`src/rtl/keypad_scanner.sv`:
```
// 4x4 matrix keypad scanner: steps one-cold column drive, debounces press/release on scan ticks.
// Latency: 2-cycle row synchronizer, then DEBOUNCE_SCANS ticks to accept; key_valid the cycle after the accepting tick.
// Backpressure: none; key_valid is a single-cycle pulse with no ready handshake.
module keypad_scanner #(
    parameter int CLK_FREQ       = 12000000,
    parameter int SCAN_HZ        = 1000,
    parameter int DEBOUNCE_SCANS = 4
) (
    input  logic       clk,
    input  logic       rst_n,
    input  logic [3:0] rows,
    output logic [3:0] cols,
    output logic [3:0] key_code,
    output logic       key_valid,
    output logic       key_held
);

    localparam int TICK_DIV = CLK_FREQ / SCAN_HZ;
    localparam int CW = (TICK_DIV > 2) ? $clog2(TICK_DIV) : 1;
    localparam logic [CW-1:0] TICK_LAST = CW'(TICK_DIV - 1);
    localparam logic [3:0] DB_N = 4'(DEBOUNCE_SCANS);

    typedef enum logic [1:0] {SCAN, DEBOUNCE, HELD, RELEASE} state_t;

    state_t        state;
    logic [3:0]    rs_meta;
    logic [3:0]    rs;
    logic [CW-1:0] tick_cnt;
    logic          tick;
    logic [1:0]    col_idx;
    logic [1:0]    lrow;
    logic [1:0]    lcol;
    logic [3:0]    dcnt;
    logic [1:0]    low_row;

    always_ff @(posedge clk or negedge rst_n) begin
        if (!rst_n) begin
            rs_meta <= 4'hF;
            rs      <= 4'hF;
        end else begin
            rs_meta <= rows;
            rs      <= rs_meta;
        end
    end

    always_ff @(posedge clk or negedge rst_n) begin
        if (!rst_n) begin
            tick_cnt <= '0;
        end else if (tick) begin
            tick_cnt <= '0;
        end else begin
            tick_cnt <= tick_cnt + 1'b1;
        end
    end

    assign tick = (tick_cnt == TICK_LAST);

    // Lowest-index pressed row wins when several rows are low together.
    always_comb begin
        low_row = 2'd0;
        for (int i = 3; i >= 0; i--) begin
            if (!rs[i]) low_row = 2'(i);
        end
    end

    always_ff @(posedge clk or negedge rst_n) begin
        if (!rst_n) begin
            state     <= SCAN;
            cols      <= 4'b1110;
            col_idx   <= 2'd0;
            lrow      <= 2'd0;
            lcol      <= 2'd0;
            dcnt      <= 4'd0;
            key_code  <= 4'd0;
            key_valid <= 1'b0;
            key_held  <= 1'b0;
        end else begin
            key_valid <= 1'b0;
            if (tick) begin
                case (state)
                    SCAN: begin
                        if (rs == 4'hF) begin
                            cols    <= {cols[2:0], cols[3]};
                            col_idx <= col_idx + 2'd1;
                        end else begin
                            lrow <= low_row;
                            lcol <= col_idx;
                            dcnt <= 4'd1;
                            if (DEBOUNCE_SCANS == 1) begin
                                state     <= HELD;
                                key_code  <= {low_row, col_idx};
                                key_valid <= 1'b1;
                                key_held  <= 1'b1;
                            end else begin
                                state <= DEBOUNCE;
                            end
                        end
                    end
                    DEBOUNCE: begin
                        if (!rs[lrow]) begin
                            dcnt <= dcnt + 4'd1;
                            if (dcnt + 4'd1 == DB_N) begin
                                state     <= HELD;
                                key_code  <= {lrow, lcol};
                                key_valid <= 1'b1;
                                key_held  <= 1'b1;
                            end
                        end else begin
                            state   <= SCAN;
                            cols    <= {cols[2:0], cols[3]};
                            col_idx <= col_idx + 2'd1;
                        end
                    end
                    HELD: begin
                        // Only the latched row matters here; other keys are ignored.
                        if (rs[lrow]) begin
                            dcnt <= 4'd1;
                            if (DEBOUNCE_SCANS == 1) begin
                                state    <= SCAN;
                                key_held <= 1'b0;
                                cols     <= {cols[2:0], cols[3]};
                                col_idx  <= col_idx + 2'd1;
                            end else begin
                                state <= RELEASE;
                            end
                        end
                    end
                    RELEASE: begin
                        if (rs[lrow]) begin
                            dcnt <= dcnt + 4'd1;
                            if (dcnt + 4'd1 == DB_N) begin
                                state    <= SCAN;
                                key_held <= 1'b0;
                                cols     <= {cols[2:0], cols[3]};
                                col_idx  <= col_idx + 2'd1;
                            end
                        end else begin
                            state <= HELD;
                        end
                    end
                    default: state <= SCAN;
                endcase
            end
        end
    end

endmodule

```
`config.mk`:
```
export PLATFORM = sky130hd
export DESIGN_NAME = keypad_scanner
export DESIGN_NICKNAME = d
export VERILOG_FILES = /design/src/rtl/keypad_scanner.sv
export SDC_FILE = /design/constraint.sdc
export NUM_CORES = 1
export LEC_CHECK = 0
export ABC_AREA = 0
export CAP_MARGIN = 20
export CORE_ASPECT_RATIO = 0.6
export CORE_UTILIZATION = 52
export DETAILED_ROUTE_END_ITERATION = 10
export GPL_TIMING_DRIVEN = 0
export PLACE_DENSITY = 0.81
export REMOVE_ABC_BUFFERS = 1
export SETUP_SLACK_MARGIN = 0.2
export SYNTH_ARGS = -nofsm -noshare
export SYNTH_HDL_FRONTEND = slang
export SYNTH_SLANG_ARGS = --single-unit
```
`constraint.sdc`:
```
create_clock -name clk -period 2.3 [get_ports clk]
set_input_delay 0.46 -clock clk [delete_from_list [all_inputs] [get_ports clk]]
set_output_delay 0.46 -clock clk [all_outputs]
set_load 0.01 [all_outputs]
```
==> metrics.txt, run 1 <==
maximum frequency from static timing analysis ~0.40 GHz; Worst Max-Slew Pin Slew 0.451 ns; top-count cell post-synth dfrtp_1; sequential area share after synthesis 53.8%; clock transition at the registers of the reported paths 0.09 ns; outcome finished, violations left; post-route standard cell area excluding fillers between 2000 and 3000 um2; Arrival @ worst endpoint 2.68 ns; TritonCTS Buffers 5; portion of total power attributed to combinational logic under 10%; vias in the first global route 1475; chain of cells forming the critical path or4b_4, or4_4, or4_4, mux2_4; worst hold slack -0.000179 ns; Synth Flop Type dfrtp_1; routability cong. approximately 0.87; top cells by area, synth dfrtp_1, dfstp_2, mux2_2; Synth async-reset ratio 100%; total vias in the final route 1591; Hold WC Path Type input pin to asynchronous set/reset pin; total wire length after detailed routing 4430 um; cell chosen for the clock root clkbuf_8; post-detailed-route count of antenna-violating nets 0; initial core utilization 55.3%; Detail Placement HPWL 2740 um; global-route congestion overflow total 0; count of filler cells inserted in the layout 249; RSZ-0062 raised after global routing yes; Clock Latency Late Sink 0.30 ns; area taken by multi-input logic gates 996 um2; net count of the finished layout around 230; clock sink count 44; most common cell type on the critical path or4_4; switching power as a share of total power ~22%; nature of the critical path endpoint register; Reg power frac 56.6%; y dimension of the die 50.9 um; global-route wire length before repair 7380 um; Critical Path Source Type register; total setup violations reported at the end of the flow 9; ant diodes 0; pre-CTS setup slack -0.386 ns; YS warnings 0; maximum number of pins on one net before global-route repair 36; kind of critical path register to register; Internal Dissipation 1.08 mW; share of post-route cells with drive strength above 1 roughly 31%; Detailed Route Iter0 Violations 185; EDFF count, synth 0; maximum net fanout on the critical path 4; post-synth design cell area 2070 um2; post-synth cell types 40; cell with the largest stage delay on the worst path or4_4; sequential standard cell area ~1100 um2; CTS tree built; post-synthesis average cell area roughly 11 um2; Max Buffers Root-to-Sink 2; number of DRC violations after detailed routing 0; core area roughly 3700 um2; placed cell area 2270 um2; antenna violations before repair 0; Clock power frac 40.4%; count of H-tree levels built during CTS 2; total I/O pin count 16; final hold vios 1; ratio of routed vias to standard cells 5.85; failing checks hold timing, setup timing; cell row count 17; WL per Instance 16.3 um; final period utilization 109%; count of port buffers added during placement 15; area grow syn2layout 28.5%; time the final worst path needs with I/O delays and setup 2.50 ns; Power Dens Cells 524 nW/um2; Yosys top cell area share 39.9%; final worst-path setup slack -0.196 ns; Util after Layout 71.1%; die span in x 83.5 um; maximum cell stage delay along the critical path 0.59 ns; switching power summed over all nets 0.310 mW; flops & latches, synth 44; total leakage power roughly 1.1 nW; max-cap violations 0; number of instances in the synthesized netlist 190; area of the die 4250 um2; CP Data Required Time 2.49 ns; top cells by count, synth dfrtp_1, nor2_1, o21ai_0; overall global routing resource usage roughly 23%; most area-hungry cell type in the Yosys netlist dfrtp_1; worst clock skew on the final layout 0.00601 ns; drt pass-1 iters 4; Max Slew Vio Count 0; Peak VDD IR about 0.48 mV; max-slew headroom at the worst pin 69.7%
## layer usage
layer	share of wire (%)	track usage, %
met5	0	0
met4	1.4	8.47
met3	6.0	5.17
met2	43	32.1
met1	50	34.7
## worst paths after layout
check                             from          end  slack (ns)  depth (start not counted)
setup reg to reg           tick_cnt[8]  key_code[0]       -0.20                          4
hold reg to reg             rs_meta[0]        rs[0]        0.36                          0
setup / recovery           tick_cnt[8]  key_code[0]       -0.20                          4
max in group asynchronous        rst_n      cols[1]        1.79                          2
min in group clk            rs_meta[0]        rs[0]        0.36                          0
hold / removal                   rst_n  tick_cnt[0]     -0.0002                          1
## logic make-up after synthesis
group	after synthesis	synth area share (%)
AOI/OAI and AO/OA	32	10.2
xor gates and xnor gates	12	5.08
adders and majority gates	3	1.81
buffers and inverters	20	3.99
DFF	44	53.8
muxes	11	7.25
and+or+nand+nor	68	17.9
## flip-flops by register name, summed over array words and instances (netlist names), named ones only
signal,cells
rs,4
col_idx,2
tick_cnt,14
rs_meta,4
key_valid,1
lrow,2
cols,4
dcnt,4
key_held,1
lcol,2
key_code,4
state,1
## worst max-delay path, delay by kind of cell, from the launching register on
family / cells / cell delay (ns)
flops: 1 / 0.39
mux: 1 / 0.32
simple gates: 3 / 1.68
## final cells by class
type | instances | area share, %
Sequential cell | 44 | 42.0
Multi-Input combinational cell | 126 | 37.4
Timing Repair Buffer | 35 | 12.6
Clock inverter | 2 | 0.564
Tap cell | 47 | 2.21
Clock buffer | 6 | 3.53
Inverter | 12 | 1.69
## power by group through the flow
| stage | sequential [mW] | combinational, mW | clock, mW |
|---|---|---|---|
| floorplan | 0.804 | 0.0104 | 0 |
| global placement | 0.804 | 0.0362 | 0 |
| detailed placement | 0.805 | 0.0396 | 0 |
| CTS | 0.790 | 0.0404 | 0.575 |
| global route | 0.791 | 0.0459 | 0.609 |
| finish | 0.790 | 0.0411 | 0.564 |
## stage by stage
step                      power, mW  TNS, ns  cells
after CTS                      1.41   -0.678    267
final                          1.39    -1.11    272
after global placement        0.840   -43.59    244
after floorplan               0.814   -12.15    182
after global routing           1.45    -1.47    272
after detailed placement      0.844    -4.92    246
## cell usage in the layout, fill, tap and decap left out, types with 3 or more instances in the layout
cell type         n
dfrtp_1          31
clkdlybuf4s50_1  14
buf_4            13
nor2_1           12
nand3_1          11
dfstp_2          11
inv_1            10
nand4_1           9
nand2_1           8
mux2_4            8
o21ai_0           7
xor2_1            6
nor3_1            6
xnor2_1           6
o21ai_1           5
clkbuf_8          5
buf_6             5
a21oi_1           4
a221o_1           3
a31oi_1           3
## timing repair
item / CTS / global route
endpoints found under the setup margin: 23 / 21
pin swaps: 11 / 10
hold buffers: 0 / 0
setup buffers: 13 / 5
gates resized for setup: 25 / 13
Power figures use the tool's default switching activity.
==> run 2: changes to the inputs <==
Settings changed: CORE_UTILIZATION 52 to 54, CTS_BUF_LIST set to sky130_fd_sc_hd__clkbuf_8, CTS_CLUSTER_DIAMETER set to 150, PLACE_DENSITY 0.81 to 0.84.
==> run 2 against run 1 <==
Against the previous run: the flow finishes with violations (setup timing); final area is 1.3% higher; critical path depth stayed put; utilization is 2.6 points higher; worst hold slack better by 0.13 ns; clock skew is 0.0015 ns higher; sequential share of layout area is 0.53 points lower; global-route usage is 1.6 points higher; sequential power hardly changed; critical path type unchanged.
==> metrics.txt, run 2 (synthesis results as in run 1) <==
most used cells in the layout excluding fill and tap cells dfrtp_1, buf_4, clkdlybuf4s50_1, nor2_1; total setup violations reported at the end of the flow 9; RSZ-0062 raised after global routing yes; max-cap violations 0; CP Data Required Time 2.49 ns; largest reg by FF count tick_cnt; Worst Max-Slew Pin Slew 0.511 ns; total I/O pin count 16; total leakage power around 1.2 nW; final period utilization 106%; area taken by multi-input logic gates 986 um2; die span in x 81.9 um; Max Slew Vio Count 0; cell chosen for the clock root clkbuf_8; total vias in the final route ~1.6k; net count of the finished layout 238; Peak VDD IR between 0.4 and 0.5 mV; global-route wire length before repair 7370 um; Power Dens Cells between 500 and 600 nW/um2; failing checks setup timing; routability cong. 0.804; Detail Placement HPWL between 2000 and 3000 um; worst-case reg-to-reg path depth 4; RR Startpoint tick_cnt[8]; drt pass-1 iters 4; worst reg2reg setup slack -0.13 ns; final worst-path setup slack -0.133 ns; total wire length after detailed routing 4540 um; maximum frequency from static timing analysis 0.411 GHz; maximum number of pins on one net before global-route repair 24; CTS tree built; kind of critical path register to register; final hold vios 0; placed cell area around 2300 um2; post-detailed-route count of antenna-violating nets 0; global-route congestion overflow total 0; worst clock skew on the final layout 0.00752 ns; clock sink count between 40 and 50; antenna violations before repair 0; area grow syn2layout 30.1%; cell row count 17; critical register-to-register path endpoint key_code[3]; TritonCTS Buffers 5; outcome finished, violations left; area of the die 4090 um2; Arrival @ worst endpoint approximately 2.6 ns; ant diodes 0; max-slew headroom at the worst pin 66.0%; time the final worst path needs with I/O delays and setup 2.43 ns; Critical Path Source Type register; overall global routing resource usage about a quarter; share of post-route cells with drive strength above 1 approximately 33%; count of filler cells inserted in the layout 243; max reg flops 14; Clock Latency Late Sink 0.29 ns; initial core utilization ~57%; WL per Instance 16.4 um; worst hold slack 0.125 ns; y dimension of the die 50.0 um; vias in the first global route 1566; most common cell after layout, fill and taps aside dfrtp_1; number of DRC violations after detailed routing 0; total power around 1.4 mW; post-route standard cell area excluding fillers 2690 um2; core area 3660 um2; Hold WC Path Type input pin to asynchronous set/reset pin; Util after Layout 73.6%; clock transition at the registers of the reported paths around 0.080 ns; maximum net fanout on the critical path 4; ratio of routed vias to standard cells around 5.8; nature of the critical path endpoint register; count of port buffers added during placement 15; Max Buffers Root-to-Sink 2; Detailed Route Iter0 Violations ~140; count of H-tree levels built during CTS 2; sequential standard cell area 1120 um2
run 2: cell types whose count changed in the layout (fill, tap and decap cells not counted), sizes merged:
cell and delta:
buf +5, bufinv +1, clkbuf -1, clkinv +1, inv -1
run 2: per-layer routing:
layer,up-vias,GRT usage [%],wire length (um),share of wire (%)
met2,50,36.8,2150,47
met3,6,6.67,238,5.2
met4,0,9.36,65,1.4
met1,785,33.6,2090,46
li1,764,-,-,-
met5,-,0,0,0
run 2: worst max-delay path by stage:
stage,from,end,slack (ns),cells past startpoint
after global placement,tick_cnt[8],dcnt[1],-2.23,4
final,tick_cnt[8],key_code[3],-0.13,4
after detailed placement,dcnt[0],key_code[3],-0.34,6
after global routing,tick_cnt[8],key_code[3],-0.16,4
after CTS,dcnt[0],key_code[3],-0.14,6
after floorplan,tick_cnt[8],dcnt[1],-0.99,4
run 2: area by class of cell:
type                    instances  share of cell area [%]
clock buffers                   5                    2.55
clock inverters                 3                    1.44
inverters                      12                    1.81
multi-input cells             126                    36.6
flip-flops and latches         44                    41.5
well taps                      47                    2.18
repair buffers                 40                    13.9
run 2: metrics by stage:
step | instances | setup TNS (ns) | setup WS, ns
4_1_cts | 268 | -0.557 | -0.144
3_3_place_gp | 244 | -42.48 | -2.23
3_5_place_dp | 246 | -3.91 | -0.342
2_1_floorplan | 182 | -12.15 | -0.988
5_1_grt | 277 | -1.03 | -0.157
6_report | 277 | -0.609 | -0.133
run 2: worst max-delay path: stages (launching register included):
cell	delay [ns]
dfrtp_1	0.39
or4b_4	0.56
or4_4	0.47
or4_4	0.59
mux2_4	0.32
run 2: power by group:
group          internal [mW]  leakage [nW]  total [mW]  switching (mW)
clock                  0.318        0.0593       0.576           0.258
sequential             0.786         0.558       0.791         0.00462
combinational         0.0167         0.554      0.0447          0.0280
run 2: what timing repair did:
item	4_1_cts	5_1_grt
setup endpoints to repair	26	20
pin swaps	13	6
hold buffers	0	0
gates cloned	0	0
buffers inserted	14	9
gates resized for setup	28	5
